==> src/rtl/dff_pkg.sv <==
// dff_pkg: FSM states, error-log entry type and log depth shared by dff_scoreboard
package dff_pkg;
  typedef enum logic [1:0] {IDLE, FILL, RUN, DONE} state_t;
  localparam int LOG_DEPTH = 4;
  localparam int LOG_IDX_W = 16;
  localparam int LOG_VAL_W = 1;
  typedef struct packed {
    logic [LOG_IDX_W-1:0] idx;
    logic [LOG_VAL_W-1:0] exp;
    logic [LOG_VAL_W-1:0] act;
  } log_entry_t;
endpackage

==> src/rtl/dff_sb_fifo.sv <==
// dff_sb_fifo: LOG_DEPTH-entry mismatch log; drops pushes when full and flags a sticky overflow
module dff_sb_fifo
  import dff_pkg::*;
#(
  parameter type T = log_entry_t
) (
  input  logic clk,
  input  logic rst,
  input  logic i_push,
  input  T     i_data,
  input  logic i_pop_ready,
  input  logic i_ovf_clr,
  output logic o_valid,
  output T     o_data,
  output logic o_ovf
);
  localparam int AW = $clog2(LOG_DEPTH);
  localparam int CW = AW + 1;
  T r_mem [LOG_DEPTH];
  logic [AW-1:0] r_wr, r_rd;
  logic [CW-1:0] r_cnt;
  logic r_ovf, w_pop, w_push, w_full;
  assign w_full = r_cnt == CW'(LOG_DEPTH);
  assign o_valid = r_cnt != '0;
  assign w_pop = o_valid && i_pop_ready;
  assign w_push = i_push && (!w_full || w_pop);
  assign o_data = r_mem[r_rd];
  assign o_ovf = r_ovf;
  // ring buffer pointers, occupancy and sticky overflow
  always_ff @(posedge clk) begin
    if (rst) begin
      r_wr  <= '0;
      r_rd  <= '0;
      r_cnt <= '0;
      r_ovf <= 1'b0;
    end else begin
      if (w_push) r_mem[r_wr] <= i_data;
      if (w_push) r_wr <= r_wr + AW'(1);
      if (w_pop) r_rd <= r_rd + AW'(1);
      r_cnt <= r_cnt + CW'(w_push) - CW'(w_pop);
      r_ovf <= (i_push && !w_push) ? 1'b1 : i_ovf_clr ? 1'b0 : r_ovf;
    end
  end
endmodule

==> src/rtl/dff_scoreboard.sv <==
// dff_scoreboard: compares a flip-flop's q against its d delayed LATENCY cycles; DFF_SCOREBOARD_ERRLOG_EN adds a mismatch log FIFO
module dff_scoreboard
  import dff_pkg::*;
#(
  parameter int WIDTH   = 1,
  parameter int LATENCY = 1,
  parameter int CNT_W   = 16
) (
  input  logic                      clk,
  input  logic                      rst,
  input  logic                      start,
  input  logic [CNT_W-1:0]          num_checks,
  input  logic [WIDTH-1:0]          d_obs,
  input  logic [WIDTH-1:0]          q_obs,
  output logic                      busy,
  output logic                      done,
  output logic                      pass,
  output logic [CNT_W-1:0]          chk_cnt,
  output logic [CNT_W-1:0]          err_cnt,
  output logic [CNT_W-1:0]          first_err_idx,
  output logic [WIDTH-1:0]          first_err_exp,
  output logic [WIDTH-1:0]          first_err_act
`ifdef DFF_SCOREBOARD_ERRLOG_EN
  ,
  output logic                      log_valid,
  input  logic                      log_ready,
  output logic [CNT_W+2*WIDTH-1:0]  log_data,
  output logic                      log_ovf
`endif
);
  state_t r_state, w_state_nxt;
  logic [WIDTH-1:0] r_pipe [LATENCY];
  logic [2:0] r_fill;
  logic [CNT_W-1:0] r_num, r_chk, r_err, r_fidx;
  logic [WIDTH-1:0] w_exp, r_fexp, r_fact;
  logic r_pass, w_go, w_cmp, w_mis, w_last;
  assign w_exp = r_pipe[LATENCY-1];
  assign w_go = (r_state == IDLE) && start;
  assign w_cmp = r_state == RUN;
  assign w_mis = w_cmp && (q_obs !== w_exp);
  assign w_last = w_cmp && (r_chk + CNT_W'(1) == r_num);
  assign busy = (r_state == FILL) || (r_state == RUN);
  assign done = r_state == DONE;
  assign pass = r_pass;
  assign chk_cnt = r_chk;
  assign err_cnt = r_err;
  assign first_err_idx = r_fidx;
  assign first_err_exp = r_fexp;
  assign first_err_act = r_fact;
  // expected-value pipeline runs in every state so it is primed before RUN
  always_ff @(posedge clk) begin
    if (rst) begin
      for (int i = 0; i < LATENCY; i++) r_pipe[i] <= '0;
    end else begin
      r_pipe[0] <= d_obs;
      for (int i = 1; i < LATENCY; i++) r_pipe[i] <= r_pipe[i-1];
    end
  end
  // state register and FILL-phase cycle counter
  always_ff @(posedge clk) begin
    if (rst) begin
      r_state <= IDLE;
      r_fill  <= '0;
    end else begin
      r_state <= w_state_nxt;
      r_fill  <= (r_state == FILL) ? r_fill + 3'd1 : 3'd0;
    end
  end
  // next-state: an empty run skips straight to DONE
  always_comb begin
    w_state_nxt = r_state;
    unique case (r_state)
      IDLE: if (start) w_state_nxt = (num_checks == '0) ? DONE : FILL;
      FILL: if (r_fill == 3'(LATENCY - 1)) w_state_nxt = RUN;
      RUN:  if (w_last) w_state_nxt = DONE;
      default: w_state_nxt = IDLE;
    endcase
  end
  // run bookkeeping: counters, first-error capture and the verdict taken on entry to DONE
  always_ff @(posedge clk) begin
    if (rst) begin
      r_num  <= '0;
      r_chk  <= '0;
      r_err  <= '0;
      r_fidx <= '0;
      r_fexp <= '0;
      r_fact <= '0;
      r_pass <= 1'b0;
    end else if (w_go) begin
      r_num  <= num_checks;
      r_chk  <= '0;
      r_err  <= '0;
      r_fidx <= '0;
      r_fexp <= '0;
      r_fact <= '0;
      r_pass <= num_checks == '0;
    end else begin
      if (w_cmp) r_chk <= r_chk + CNT_W'(1);
      if (w_mis && r_err != '1) r_err <= r_err + CNT_W'(1);
      if (w_mis && r_err == '0) r_fidx <= r_chk;
      if (w_mis && r_err == '0) r_fexp <= w_exp;
      if (w_mis && r_err == '0) r_fact <= q_obs;
      if (w_last) r_pass <= (r_err == '0) && !w_mis;
    end
  end
`ifdef DFF_SCOREBOARD_ERRLOG_EN
  dff_sb_fifo #(.T(logic [CNT_W+2*WIDTH-1:0])) u_log (
    .clk(clk),
    .rst(rst),
    .i_push(w_mis),
    .i_data({r_chk, w_exp, q_obs}),
    .i_pop_ready(log_ready),
    .i_ovf_clr(w_go),
    .o_valid(log_valid),
    .o_data(log_data),
    .o_ovf(log_ovf)
  );
`endif
endmodule

==> config.mk <==
export PLATFORM = sky130hd
export DESIGN_NAME = dff_scoreboard
export DESIGN_NICKNAME = d
export VERILOG_FILES = /design/src/rtl/dff_pkg.sv /design/src/rtl/dff_sb_fifo.sv /design/src/rtl/dff_scoreboard.sv
export SDC_FILE = /design/constraint.sdc
export NUM_CORES = 1
export LEC_CHECK = 0
export BUFFER_PORTS_ARGS = -buffer_cell sky130_fd_sc_hd__buf_4
export CORE_ASPECT_RATIO = 0.9
export CORE_UTILIZATION = 48
export DETAILED_ROUTE_END_ITERATION = 7
export GPL_TIMING_DRIVEN = 1
export MAX_ROUTING_LAYER = met4
export PLACE_DENSITY = 0.71
export SLEW_MARGIN = 10
export SYNTH_ARGS = -nofsm -noshare
export SYNTH_HDL_FRONTEND = slang
export SYNTH_SLANG_ARGS = --single-unit
==> constraint.sdc <==
create_clock -name clk -period 2.8 [get_ports clk]
set_clock_uncertainty 0.05 [all_clocks]
set_input_delay 0.56 -clock clk [delete_from_list [all_inputs] [get_ports clk]]
set_output_delay 0.56 -clock clk [all_outputs]
set_load 0.05 [all_outputs]
### After elaboration in Yosys (flattened, before gate mapping)

Memory sizes are Yosys's and may differ from the RTL's.
Index checks and enable logic that the tools add are counted.

| word-level totals | value |
|---|---|
| bits in registers | 72 |
| bits in latches | 0 |
| bits in writable memories | 1 |
| bits in read-only memories | 0 |
| input port bits | 21 |
| output and inout bits | 53 |
| word-level logic and storage cells | 52 |
| memories | 1 |

| operators by class | value |
|---|---|
| $add $sub $neg | 3 |
| $mul | 0 |
| divide/modulo/power cells | 0 |
| $lt $le $gt $ge | 0 |
| equality and inequality tests | 9 |
| shifts and indexed selects | 0 |
| mux-type cells | 12 |
| bitwise logic cells | 1 |
| reductions and logical operators | 17 |

Memories:

| name | depth | width | read ports | clocked after memory_dff | write ports | RTL line | text |
|---|---|---|---|---|---|---|---|
| r_pipe | 1 | 1 | 1 | 0 | 1 | dff_scoreboard.sv:32 | `logic [WIDTH-1:0] r_pipe [LATENCY];` |

Operators by type and width:

| kind | number |
|---|---|
| 16-bit by 1-bit adder with 16-bit output, second input constant | 2 |
| 16-bit zero test | 2 |
| 16-bit == test | 1 |
| 16-bit != test, second input constant | 1 |
| 2-bit two-way mux | 4 |
| 1-bit two-way mux | 7 |
| 1-bit logical AND | 6 |
| 2-bit case mux with 3 select lines | 1 |
| 2-bit == test, second input constant | 2 |
| 2-bit by 1-bit != test with 1-bit output, second input constant | 2 |
| 2-bit OR reduction | 2 |
| 3-bit by 1-bit adder with 3-bit output, second input constant | 1 |
| 3-bit zero test | 1 |
| 3-bit AND reduction | 1 |
| 2-bit by 1-bit == test with 1-bit output, second input constant | 1 |
| 2-bit zero test | 1 |
| 2-bit != test, second input constant | 1 |
| 2-bit nonzero test | 1 |
| 1-bit zero test | 1 |
| 1-bit logical OR | 1 |
| 1-bit case inequality test | 1 |
| 1-bit inverter | 1 |
| 1-bit OR reduction | 1 |

### Longest topological paths before layout

| logic depth | value |
|---|---|
| depth after elaboration | 6 |
| gate-level depth with buffers | 9 |
| mapped depth without buffers | 8 |

### Worst setup path before layout

Ideal clock, no wire load.

| timing | value |
|---|---|
| path type | flip-flop to flip-flop |
| start point | register r_chk[5], in the netlist chk_cnt[5] |
| end point | register r_pass, in the netlist pass |
| setup time | 0.091 ns |
| arrival | 2.408 ns |
| data required time | 2.659 ns |
| path slack | 0.251 ns |
| cell stages (with the launch flop) | 8 |
| path buffers | 1 |
| clock period less this slack | 2.549 ns |
| path through | dfxtp_1 buf_2 nand4_1 a211o_2 a211o_1 nor4b_4 nand4_1 a311oi_1 |

| between the ends | value |
|---|---|
| cells in the longest elaborated chain, start to end | 4 |

RTL lines:

| item | RTL line | text |
|---|---|---|
| start: declaration | dff_scoreboard.sv:34 | `logic [CNT_W-1:0] r_num, r_chk, r_err, r_fidx;` |
| start signal: assignment | dff_scoreboard.sv:98 | `if (w_cmp) r_chk <= r_chk + CNT_W'(1);` |
| 16-bit by 1-bit adder with 16-bit output | dff_scoreboard.sv:41 | `assign w_last = w_cmp && (r_chk + CNT_W'(1) == r_num);` |
| 16-bit == test | dff_scoreboard.sv:41 |  |
| 1-bit logical AND | dff_scoreboard.sv:41 |  |
| 2-bit nonzero test (no line) | - |  |
| end signal: assignment | dff_scoreboard.sv:103 | `if (w_last) r_pass <= (r_err == '0) && !w_mis;` |
| end: declaration | dff_scoreboard.sv:36 | `logic r_pass, w_go, w_cmp, w_mis, w_last;` |

No other way between the ends.
A chain may end at the register's enable or synchronous reset.

### Worst setup path after layout

| timing | value |
|---|---|
| start point | register r_chk[0], in the netlist chk_cnt[0] |
| end point | register r_pass, in the netlist pass |

Same word-level chain as after synthesis.

==> reports/qor.yml <==
outcome:
  status: "finished, final reports clean"
place:
  port_buffers: 73
  place_congestion: 0.8470
  place_hpwl_um: 6478
  dp_cells: 608
clock_tree:
  tritoncts: "built"
  clk_path_buf_depth: 2
  root_buffer: "clkbuf_8"
  clkTransAtPathRegs_ns: 0.07
  clock-sinks: 73
  clock_latency_ns: 0.35
  postCtsSetupRepairBufs: 0
  cts_buffers: 9
  holdBufCountCts: 0
  ctsResizeCount: 0
  htree_levels: 3
yosys:
  synth_top_area_share: 0.3812
  async_flop_share: 0
  ys_types: 57
  synth.area.top_cells: "dfxtp_1 38%, nor2_1 5.9%, mux2i_1 5.5%"
  syn_area_um2: 3834
  synthSimpleGateAreaFrac: 0.2836
  synth_edf_count: 0
  netlist_instances: 460
  synthTopCellsByCount: "73 x dfxtp_1, 60 x nor2_1, 50 x nand2_1, 24 x a21oi_1, 22 x xnor2_1"
  yosysTopAreaCell: "dfxtp_1"
  synth_most_common_cell: "dfxtp_1"
  synth-seq-cells: 73
  synth-main-ff-cell: "dfxtp_1"
  yosys.area_share.adder: 0.03264
  syn_nets: 491
  synthXorXnorAreaFrac: 0.08910
  synth_compound_area_frac: 0.09824
  synth_seq_area_share: 0.3812
  synth.area.mux_share: 0.05483
  ys_warn_count: 0
  synth_top_family_by_area: "simple AND/OR/NAND/NOR gates"
  avgSynthCellArea_um2: 8.334
sta:
  setup_violations: 0
  timing.final.crit_share: 0.8867
  min_period_ns: 2.483
  finalSetupTns_ns: 0
  rsz0062_at_grt: "false"
  slew_viol_final: 0
  slew-limit-headroom: 0.6351
  finalHoldViolCount: 0
  clock.fmax_ghz: 0.4028
  worstMarginPinSlew_ns: 0.5474
critical_path:
  reg2reg_slack_ns: 0.32
  cp.required_ns: 3.01
  r2r_cells: 8
  worstPathMaxFanout: 11
  criticalPathCategory: "flop to flop"
  cp-start-kind: "flop"
  cp-end-kind: "flop"
  cp.arrival_ns: 2.69
detailed_routing:
  post-route-drc-count: 0
  drtIter0Drc: 146
  wirelength_um: 8889
  ant_nets: 0
  vias: 3411
  via_per_inst: 5.475
  firstDrtPassIters: 4
  post_drt_wl_per_cell_um: 14.27
min_path:
  min_delay_path_depth: 1
  hold_class: "flop to flop"
power_and_ir_drop:
  p_leak_uw: 0.001759
  p_per_area_nw_per_um2: 554.1
  ir_worst_vdd_uv: 405.7
floorplan:
  core_um2: 7620
  dieHeight_um: 86.79
  dieArea_um2: 8349
  fp.dieW_um: 96.21
  design.portCount: 74
  initial_core_util: 0.5031
  row_count: 30
final_layout:
  stdcell_count: 623
  areaGrowthSynthToFinish_pct: 19.55
  diodes: 0
  drive_gt1_frac: 0.2125
  fillCellCount: 689
  nets: 554
  post-route-util: 0.6015
grt:
  grt_max_degree: 35
  grt_pass1_wl_um: 14620
  grt_remaining_overflow: 0
  antenna_found_initial: 0
  track_usage: 0.2360
  grt_pass1_vias: 3068
job:
  maxCapViolCount: 0
report_power, final:
part,switching [uW],leakage [uW],internal [uW]
Combinational,400,0.00108,249
Clock,374,0.0000887,335
Sequential,75.4,0.000591,1110
stage by stage:
| step | cell area (um2) | power (uW) | hold slack [ns] | setup WS, ns |
|---|---|---|---|---|
| 2_1_floorplan | 3834 | 1672 | 0.3673 | 0.2509 |
| 3_3_place_gp | 4415 | 1829 | 0.3771 | 0.4231 |
| 3_5_place_dp | 4415 | 1846 | 0.3962 | 0.2490 |
| 4_1_cts | 4577 | 2553 | 0.3913 | 0.2423 |
| 5_1_grt | 4583 | 2689 | 0.3879 | 0.05749 |
| 6_report | 4583 | 2540 | 0.4035 | 0.3172 |
metal layers:
metal	wire [um]	global-route usage	up-vias	part of all wire
met2	3983	0.3507	99	0.45
met4	134	0.07463	0	0.015
met1	4351	0.3091	1578	0.49
li1	-	-	1720	-
met3	419	0.06579	14	0.047
met5	0	-	-	0
worst paths after layout:
kind,to,from
worst max-delay path,pass$_SDFFE_PP0P_,chk_cnt[0]$_SDFFE_PP0P_
worst min-delay path,r_fill[0]$_SDFF_PP0_,r_fill[0]$_SDFF_PP0_
worst max register to register,pass$_SDFFE_PP0P_,chk_cnt[0]$_SDFFE_PP0P_
worst min register to register,r_fill[0]$_SDFF_PP0_,r_fill[0]$_SDFF_PP0_
cell type report:
cell class,instances,area (um2),share of cell area
timing repair buffer,84,630.6,0.1376
clock inverter,4,20.02,0.004368
multi-input combinational,339,2150,0.4690
tap,96,120.1,0.02621
inverter,16,60.06,0.01310
clock buffer,11,141.4,0.03085
sequential,73,1461,0.3189
logic make-up (layout without fill, tap and decap cells):
logic type / after synthesis / count (layout)
buffers and inverters: 48 / 115
adder cells (fa/ha/maj): 10 / 10
XOR/XNOR: 39 / 39
multiplexers: 21 / 21
AO/OA/AOI/OAI: 59 / 59
AND/OR/NAND/NOR: 210 / 210
flip-flops: 73 / 73
registers in the layout (all words and copies together), names as in the netlist:
register,cells
chk_cnt,16
err_cnt,16
first_err_act,1
first_err_exp,1
first_err_idx,16
pass,1
r_fill,3
r_num,16
r_pipe,1
r_state,2
layout by cell type, fill, tap and decap left out, types with 2 or more instances in the layout:
cell type	instances
nor3b_1	4
nor2_1	60
nor4b_1	3
a21oi_1	24
xnor2_1	22
o211ai_1	3
buf_4	84
a31oi_1	3
nor2b_1	3
nand2_1	50
nand3_1	16
and4_1	3
xor2_1	17
dfxtp_1	73
o21ai_0	11
or3_1	6
nor3_1	16
a211o_1	2
and3_1	2
nor4_1	12
ha_1	10
nand4_1	17
mux2i_1	21
o31a_1	3
clkinv_2	4
and2_1	3
inv_1	16
clkbuf_8	10
and3_2	2
critical path, stage by stage (launching register included):
cell and delay [ns]:
dfxtp_1 0.34, ha_1 0.36, nand4_1 0.24, o21a_1 0.24
nor4_1 0.24, and3b_2 0.27, nor4b_4 0.27, nand4_1 0.12
a311oi_1 0.26
Power figures use the tool's default switching activity.
